<file path="src/rtl/ll_rd_ctrl.sv">
// rtl/ll_rd_ctrl.sv - linked-list read/pop controller: fetch node data + successor, free node, respond.
// Optional WAIT_RD watchdog enabled by defining LL_RD_TMO_EN.
module ll_rd_ctrl #(
`ifdef LL_RD_TMO_EN
    parameter int                 TMO_CYC    = 64,
`endif
    parameter int                 PTR_WD     = 8,
    parameter int                 RD_DATA_WD = 32,
    parameter logic [PTR_WD-1:0]  NULL_PTR   = {PTR_WD{1'b1}}
) (
    input  logic                  clk,
    input  logic                  reset_n,
    input  logic                  rd_req,
    input  logic [PTR_WD-1:0]     rd_ptr,
    output logic                  rd_ctrl_fsm_ready,
    output logic                  rd_req2ll_data_mem,
    output logic [PTR_WD-1:0]     rd_addr2ll_data_mem,
    input  logic [RD_DATA_WD-1:0] rd_data_from_ll_data_mem,
    input  logic                  rd_data_from_ll_data_mem_vld,
    output logic                  nxt_ptr_rd_req,
    output logic [PTR_WD-1:0]     nxt_ptr_rd_addr,
    input  logic [PTR_WD-1:0]     nxt_ptr_rd_data,
    input  logic                  nxt_ptr_rd_vld,
    output logic [PTR_WD-1:0]     free_ptr,
    output logic                  free_ptr_vld,
    input  logic                  free_ptr_ack,
    output logic [RD_DATA_WD-1:0] rd_data_out,
    output logic [PTR_WD-1:0]     rd_nxt_ptr_out,
    output logic                  rd_err,
    output logic                  rd_resp_vld,
    input  logic                  rd_resp_rdy
);

    typedef enum logic [2:0] {
        S_IDLE,
        S_ISSUE,
        S_WAIT_RD,
        S_FREE,
        S_RESP
    } state_t;

    state_t                  r_state;
    state_t                  w_nxt_state;

    logic [PTR_WD-1:0]       r_ptr;
    logic [RD_DATA_WD-1:0]   r_data;
    logic [PTR_WD-1:0]       r_nxt;
    logic                    r_err;
    logic                    r_pend_data;
    logic                    r_pend_nxt;
    logic                    r_ready;
    logic                    r_issue;
    logic                    r_free_vld;
    logic                    r_resp_vld;

    logic                    w_data_hit;
    logic                    w_nxt_hit;
    logic                    w_data_left;
    logic                    w_nxt_left;
    logic                    w_tmo;

    // A strobe only counts while its read is outstanding; anything else is stale.
    assign w_data_hit  = rd_data_from_ll_data_mem_vld & r_pend_data;
    assign w_nxt_hit   = nxt_ptr_rd_vld & r_pend_nxt;
    assign w_data_left = r_pend_data & ~rd_data_from_ll_data_mem_vld;
    assign w_nxt_left  = r_pend_nxt & ~nxt_ptr_rd_vld;

`ifdef LL_RD_TMO_EN
    localparam int TMO_CNT_WD = $clog2(TMO_CYC + 1);

    logic [TMO_CNT_WD-1:0]   r_tmo_cnt;

    assign w_tmo = (r_state == S_WAIT_RD) && (r_tmo_cnt == TMO_CNT_WD'(TMO_CYC - 1))
                   && (w_data_left || w_nxt_left);

    always_ff @(posedge clk or negedge reset_n) begin
        if (!reset_n) begin
            r_tmo_cnt <= '0;
        end else if (r_state == S_ISSUE) begin
            r_tmo_cnt <= '0;
        end else if (r_state == S_WAIT_RD) begin
            r_tmo_cnt <= r_tmo_cnt + 1'b1;
        end
    end
`else
    assign w_tmo = 1'b0;
`endif

    always_ff @(posedge clk or negedge reset_n) begin
        if (!reset_n) begin
            r_state <= S_IDLE;
        end else begin
            r_state <= w_nxt_state;
        end
    end

    always_comb begin
        w_nxt_state = r_state;
        case (r_state)
            S_IDLE: begin
                if (rd_req) begin
                    w_nxt_state = (rd_ptr == NULL_PTR) ? S_RESP : S_ISSUE;
                end
            end
            S_ISSUE: begin
                w_nxt_state = S_WAIT_RD;
            end
            S_WAIT_RD: begin
                if (!w_data_left && !w_nxt_left) begin
                    w_nxt_state = S_FREE;
                end else if (w_tmo) begin
                    w_nxt_state = S_RESP;
                end
            end
            S_FREE: begin
                if (free_ptr_ack) begin
                    w_nxt_state = S_RESP;
                end
            end
            S_RESP: begin
                if (rd_resp_rdy) begin
                    w_nxt_state = S_IDLE;
                end
            end
            default: begin
                w_nxt_state = S_IDLE;
            end
        endcase
    end

    // Strobes and valids are decoded from the next state so they line up with the state they belong to.
    always_ff @(posedge clk or negedge reset_n) begin
        if (!reset_n) begin
            r_ptr       <= '0;
            r_data      <= '0;
            r_nxt       <= '0;
            r_err       <= 1'b0;
            r_pend_data <= 1'b0;
            r_pend_nxt  <= 1'b0;
            r_ready     <= 1'b1;
            r_issue     <= 1'b0;
            r_free_vld  <= 1'b0;
            r_resp_vld  <= 1'b0;
        end else begin
            r_ready    <= (w_nxt_state == S_IDLE);
            r_issue    <= (w_nxt_state == S_ISSUE);
            r_free_vld <= (w_nxt_state == S_FREE);
            r_resp_vld <= (w_nxt_state == S_RESP);
            case (r_state)
                S_IDLE: begin
                    if (rd_req) begin
                        r_ptr  <= rd_ptr;
                        r_data <= '0;
                        r_nxt  <= NULL_PTR;
                        r_err  <= (rd_ptr == NULL_PTR);
                    end
                end
                S_ISSUE: begin
                    r_pend_data <= 1'b1;
                    r_pend_nxt  <= 1'b1;
                end
                S_WAIT_RD: begin
                    if (w_data_hit) begin
                        r_data      <= rd_data_from_ll_data_mem;
                        r_pend_data <= 1'b0;
                    end
                    if (w_nxt_hit) begin
                        r_nxt      <= nxt_ptr_rd_data;
                        r_pend_nxt <= 1'b0;
                    end
                    if (w_tmo) begin
                        r_pend_data <= 1'b0;
                        r_pend_nxt  <= 1'b0;
                        r_data      <= '0;
                        r_err       <= 1'b1;
                    end
                end
                default: begin
                end
            endcase
        end
    end

    assign rd_ctrl_fsm_ready   = r_ready;
    assign rd_req2ll_data_mem  = r_issue;
    assign nxt_ptr_rd_req      = r_issue;
    assign rd_addr2ll_data_mem = r_ptr;
    assign nxt_ptr_rd_addr     = r_ptr;
    assign free_ptr            = r_ptr;
    assign free_ptr_vld        = r_free_vld;
    assign rd_data_out         = r_data;
    assign rd_nxt_ptr_out      = r_nxt;
    assign rd_err              = r_err;
    assign rd_resp_vld         = r_resp_vld;

endmodule

</file>
<file path="config.mk">
export PLATFORM = sky130hd
export DESIGN_NAME = ll_rd_ctrl
export DESIGN_NICKNAME = d
export VERILOG_FILES = /design/src/rtl/ll_rd_ctrl.sv
export SDC_FILE = /design/constraint.sdc
export NUM_CORES = 1
export LEC_CHECK = 0
export ABC_CLOCK_PERIOD_IN_PS = 1700
export CAP_MARGIN = 5
export CELL_PAD_IN_SITES_DETAIL_PLACEMENT = 0
export CELL_PAD_IN_SITES_GLOBAL_PLACEMENT = 1
export CORE_MARGIN = 3
export CORE_UTILIZATION = 27
export CTS_CLUSTER_DIAMETER = 120
export DETAILED_ROUTE_END_ITERATION = 8
export HOLD_SLACK_MARGIN = 0.12
export PLACE_DENSITY = 0.74
export RECOVER_POWER = 50
export SKIP_LAST_GASP = 1
export SYNTH_ARGS = -nofsm -noshare
export SYNTH_HDL_FRONTEND = slang
export SYNTH_SLANG_ARGS = --single-unit
</file>
<file path="constraint.sdc">
create_clock -name clk -period 1.7 [get_ports clk]
set_input_delay 0.17 -clock clk [delete_from_list [all_inputs] [get_ports clk]]
set_output_delay 0.17 -clock clk [all_outputs]
set_load 0.005 [all_outputs]
</file>
---- Yosys cells after proc, flatten, opt, wreduce, memory -nomap -nowiden ----
Cells that the tools add are included.
word-level totals
  flip-flop bits (word level) ............. 58
  bits in latches ......................... 0
  RAM bits ................................ 0
  bits in read-only memories .............. 0
  input bits .............................. 55
  output and inout bits ................... 70
  word-level logic and storage cells ...... 56
  memories ................................ 0
cells by class
  add/subtract/negate cells ............... 0
  multiply operators ...................... 0
  div/mod/pow operators ................... 0
  $lt $le $gt $ge ......................... 0
  equality and inequality tests ........... 11
  shift-type cells ........................ 0
  mux-type cells .......................... 16
  bitwise logic cells ..................... 6
  reduce and logical (&&, ||, !) cells .... 12
operators by type and width
  operator                                             number
  two-way mux 32 bit                                   2
  one-hot mux 32 bit (2 select lines)                  1
  two-way mux 8 bit                                    2
  one-hot mux 8 bit (2 select lines)                   1
  two-way mux 3 bit                                    5
  one-hot mux 3 bit (5 select lines)                   1
  equality test 3 x 2 -> 1 bit, second input constant  3
  equality test 8 bit, second input constant           1
  equality test 3 x 1 -> 1 bit, second input constant  2
  equality test 3 bit, second input constant           2
  logical NOT 3 bit                                    2
  != test 2 bit, second input constant                 3
  AND reduction 2 bit                                  3
  AND reduction 3 bit                                  2
  bitwise AND 1 bit                                    4
  one-hot mux 1 bit (2 select lines)                   2
  nonzero test 2 bit                                   2
  logical NOT 1 bit                                    2
  two-way mux 1 bit                                    2
  NOT 1 bit                                            2
  logical AND 1 bit                                    1

---- Depth between registers and ports, before layout ----
  depth in word-level cells ............... 7
  gate-level depth with buffers ........... 6
  mapped depth without buffers ............ 3

---- Worst setup path before layout ----
Ideal clock, no wire load.
  path type ............................... reg2reg
  start ................................... register r_state[1]
  end ..................................... register r_ptr[6] (netlist: free_ptr[6])
  setup time .............................. 127 ps
  arrival ................................. 1528 ps
  data required time ...................... 1573 ps
  setup slack ............................. 45 ps
  cell stages (with the launch flop) ...... 5
  path buffers ............................ 2
  clock period less this slack ............ 1655 ps
  path through ............................ dfrtp_1 buf_4 nor4b_4 buf_6 mux2_1
between the ends
  longest elaborated chain between the ends .. 2
ends and longest elaborated chain
  item                                  line  source
  from (decl)                           42    state_t r_state;
  from (signal assigned)                93    r_state <= w_nxt_state;
  logical NOT 3 bit                     149   case (r_state)
  AND reduction 2 bit (no source line)  --
  to (signal assigned)                  152   r_ptr <= rd_ptr;
  to (decl)                             45    logic [PTR_WD-1:0] r_ptr;
Every way passes these cells.
A chain may end at the register's enable or synchronous reset.

---- Final worst setup path ----
  start ................................... register r_ready (netlist: rd_ctrl_fsm_ready)
  end ..................................... output port rd_ctrl_fsm_ready
RTL lines
  item                    line  source
  from (decl)             51    logic r_ready;
  from (signal assigned)  145   r_ready <= (w_nxt_state == S_IDLE);
  to (decl)               15    output logic rd_ctrl_fsm_ready,
No word-level cell between the ends.

==> flow_summary.json <==
{
  "status": "complete, no violations",
  "layout_min_cycle_time_ns": 1.53,
  "tritoncts": "yes",
  "synth_top_area_cell": "dfrtp_1",
  "crit_path_max_fanout": 1,
  "clock_sinks": 58,
  "num_antenna_cells": 0,
  "min_path_cells": 3,
  "ir_drop_mv": 0.710,
  "r2r_start": "r_state[0]",
  "vias_per_cell": 4.59,
  "antenna_found_initial": 0,
  "min_to": "rd_nxt_ptr_out[6]",
  "crit_buf_inv": 1,
  "clkTransAtPathRegs_ns": 0.07,
  "stdcell_count": 413,
  "wl_per_cell_um": 14.8,
  "reg2reg_to": "rd_data_out[23]",
  "grt_pass1_vias": 1991,
  "core_area_um2": 8420,
  "dpl.hpwl_um": 4410,
  "placed_area_um2": 3680,
  "vias": 1896,
  "grt_max_degree": 34,
  "synthTopCellsByArea": "dfrtp_1 60%, a22o_1 12%, buf_4 5.6%",
  "syn-mean-instance-area_um2": 12.7,
  "slew_viol_final": 0,
  "rr_worst_depth": 4,
  "ys_seq_elements": 58,
  "tightest_slew_ns": 0.661,
  "ys.warnings.count": 0,
  "drt_iter0_markers": 41,
  "finalHoldViolCount": 0,
  "buffer_ports.inserted": 124,
  "hold_path.class": "input pin to register",
  "antenna_left": 0,
  "multi_input_area_um2": 721,
  "startpoint_type": "register",
  "slowest_delay_ns": 0.52,
  "grt.overflow.total": 0,
  "final_cell_mix": "100 x clkdlybuf4s50_1, 57 x dfrtp_1, 32 x a22o_1, 24 x dlygate4sd3_1, 14 x nor2_1",
  "syn_area_um2": 2390,
  "grtUsageTotal_pct": 12.3,
  "cts_max_path_buffers": 2,
  "die_x_um": 100,
  "cts_root_buf": "clkbuf_8",
  "fp-row-count": 33,
  "setup-violations-final": 0,
  "worst_slack_ns": 0.172,
  "grt_pass1_wl_um": 9760,
  "post_cts_resized": 0,
  "die_h_um": 100,
  "drive_above_1_share_pct": 10.1,
  "n_fill_cell": 794,
  "syn_nets": 243,
  "gp_congestion": 0.695,
  "fmax_ghz": 0.654,
  "drt_first_pass_iters": 4,
  "fin_util_pct": 46.4,
  "initial_core_util_pct": 28.4,
  "crit_family": "flip-flops",
  "die_area_um2": 10000,
  "regArea_um2": 1450,
  "worstSetupPathType": "register to output port",
  "arrival_ns": 1.36,
  "fin_skew_ns": 0.0123,
  "area_growth_pct": 63.4,
  "post-route-period-util_pct": 89.9,
  "crit_slowest_cell": "dfstp_2",
  "power.total_mw": 6.69,
  "power_density_nw_per_um2": 1710,
  "dp_slack_ns": 0.108,
  "fin_nets": 358,
  "worst_hold_slack_ns": 0.371,
  "dp.cells": 396,
  "cap_violations": 0,
  "layout_commonest_cell": "clkdlybuf4s50_1",
  "p_leak_nw": 1.73,
  "slew_headroom_pct": 56.0,
  "end_kind": "output port",
  "io_pins": 125,
  "rrSetupSlack_ns": 0.20,
  "syn_inst": 188,
  "clock_latency_ns": 0.33,
  "design_area_um2": 3910,
  "worstHoldStart": "nxt_ptr_rd_data[6]",
  "yosysSeqAreaShare_pct": 60.7,
  "crit_chain": "clkdlybuf4s50_1",
  "required_ns": 1.53,
  "synth_top_area_share_pct": 59.6,
  "cts_buffers": 9,
  "drt-total-wl_um": 6100,
  "tns_ns": 0,
  "yosysUniqueCellTypes": 31,
  "drcViolationCount": 0,
  "grt_setup_unrepaired": "false",
  "htreeDepth": 3
}
## timing repair
item	4_1_cts	5_1_grt
setup buffers	0	0
hold buffers	1	0
hold endpoints to repair	24	0
## metal layers
| metal | GRT usage (%) | part of all wire [%] |
|---|---|---|
| met2 | 18.5 | 46 |
| met3 | 5.63 | 9.4 |
| met1 | 15.9 | 44 |
| met4 | 3.63 | 0.56 |
| met5 | 0 | 0 |
## report_power, final
part           leakage (nW)  switching [mW]  internal [mW]
logic                 0.887           0.954           1.86
clock network         0.119           0.544          0.943
registers             0.727           0.404           1.99
## sequential cells by signal (all words and copies together), names as in the netlist
name and cells:
free_ptr 8, free_ptr_vld 1, nxt_ptr_rd_req 1, r_pend_data 1, r_pend_nxt 1, r_state 3, rd_ctrl_fsm_ready 1, rd_data_out 32
rd_err 1, rd_nxt_ptr_out 8, rd_resp_vld 1
## cell usage after synthesis
cell type / instances
buf_6: 1
o32ai_1: 1
inv_1: 11
dfstp_2: 1
nand4_1: 2
buf_2: 4
nor4b_4: 1
nand2_1: 3
o21ai_1: 1
nand2b_1: 2
clkbuf_1: 4
buf_4: 18
nor2b_1: 2
or2_1: 1
a211oi_1: 1
nor3_1: 1
o31ai_1: 2
a31oi_1: 1
o21ai_0: 2
mux2_1: 4
and2_1: 2
nor3_4: 1
mux2i_1: 8
a21oi_1: 3
nor3b_1: 1
mux2_2: 5
and3_1: 1
nor2_1: 14
a22o_1: 32
nor4b_1: 1
dfrtp_1: 57
## cell families (layout without fill, tap and decap cells)
| family | count (synthesis) | in the layout | synth area share (%) |
|---|---|---|---|
| buf+inv | 38 | 158 | 9.31 |
| flops | 58 | 58 | 60.7 |
| simple gates | 32 | 32 | 7.85 |
| mux | 17 | 17 | 7.58 |
| compound gates | 43 | 43 | 14.5 |
## final cells by class
type                    instances  share of cell area (%)
clock buffers                  12                    4.23
clock inverters                 4                    1.86
inverters                      11                    1.06
multi-input cells              92                    18.4
flip-flops and latches         58                    37.2
well taps                     105                    3.36
repair buffers                131                    33.9
## worst max-delay path by stage
| stage | start | to | cells after the start |
|---|---|---|---|
| after floorplan | r_state[1] | free_ptr[6] | 4 |
| after global placement | rd_data_from_ll_data_mem_vld | rd_data_out[22] | 5 |
| after detailed placement | rd_data_from_ll_data_mem_vld | rd_data_out[23] | 5 |
| after CTS | rd_ctrl_fsm_ready | rd_ctrl_fsm_ready | 1 |
| after global routing | reset_n | rd_nxt_ptr_out[5] | 3 |
| final | rd_ctrl_fsm_ready | rd_ctrl_fsm_ready | 1 |
Power figures use the tool's default switching activity.
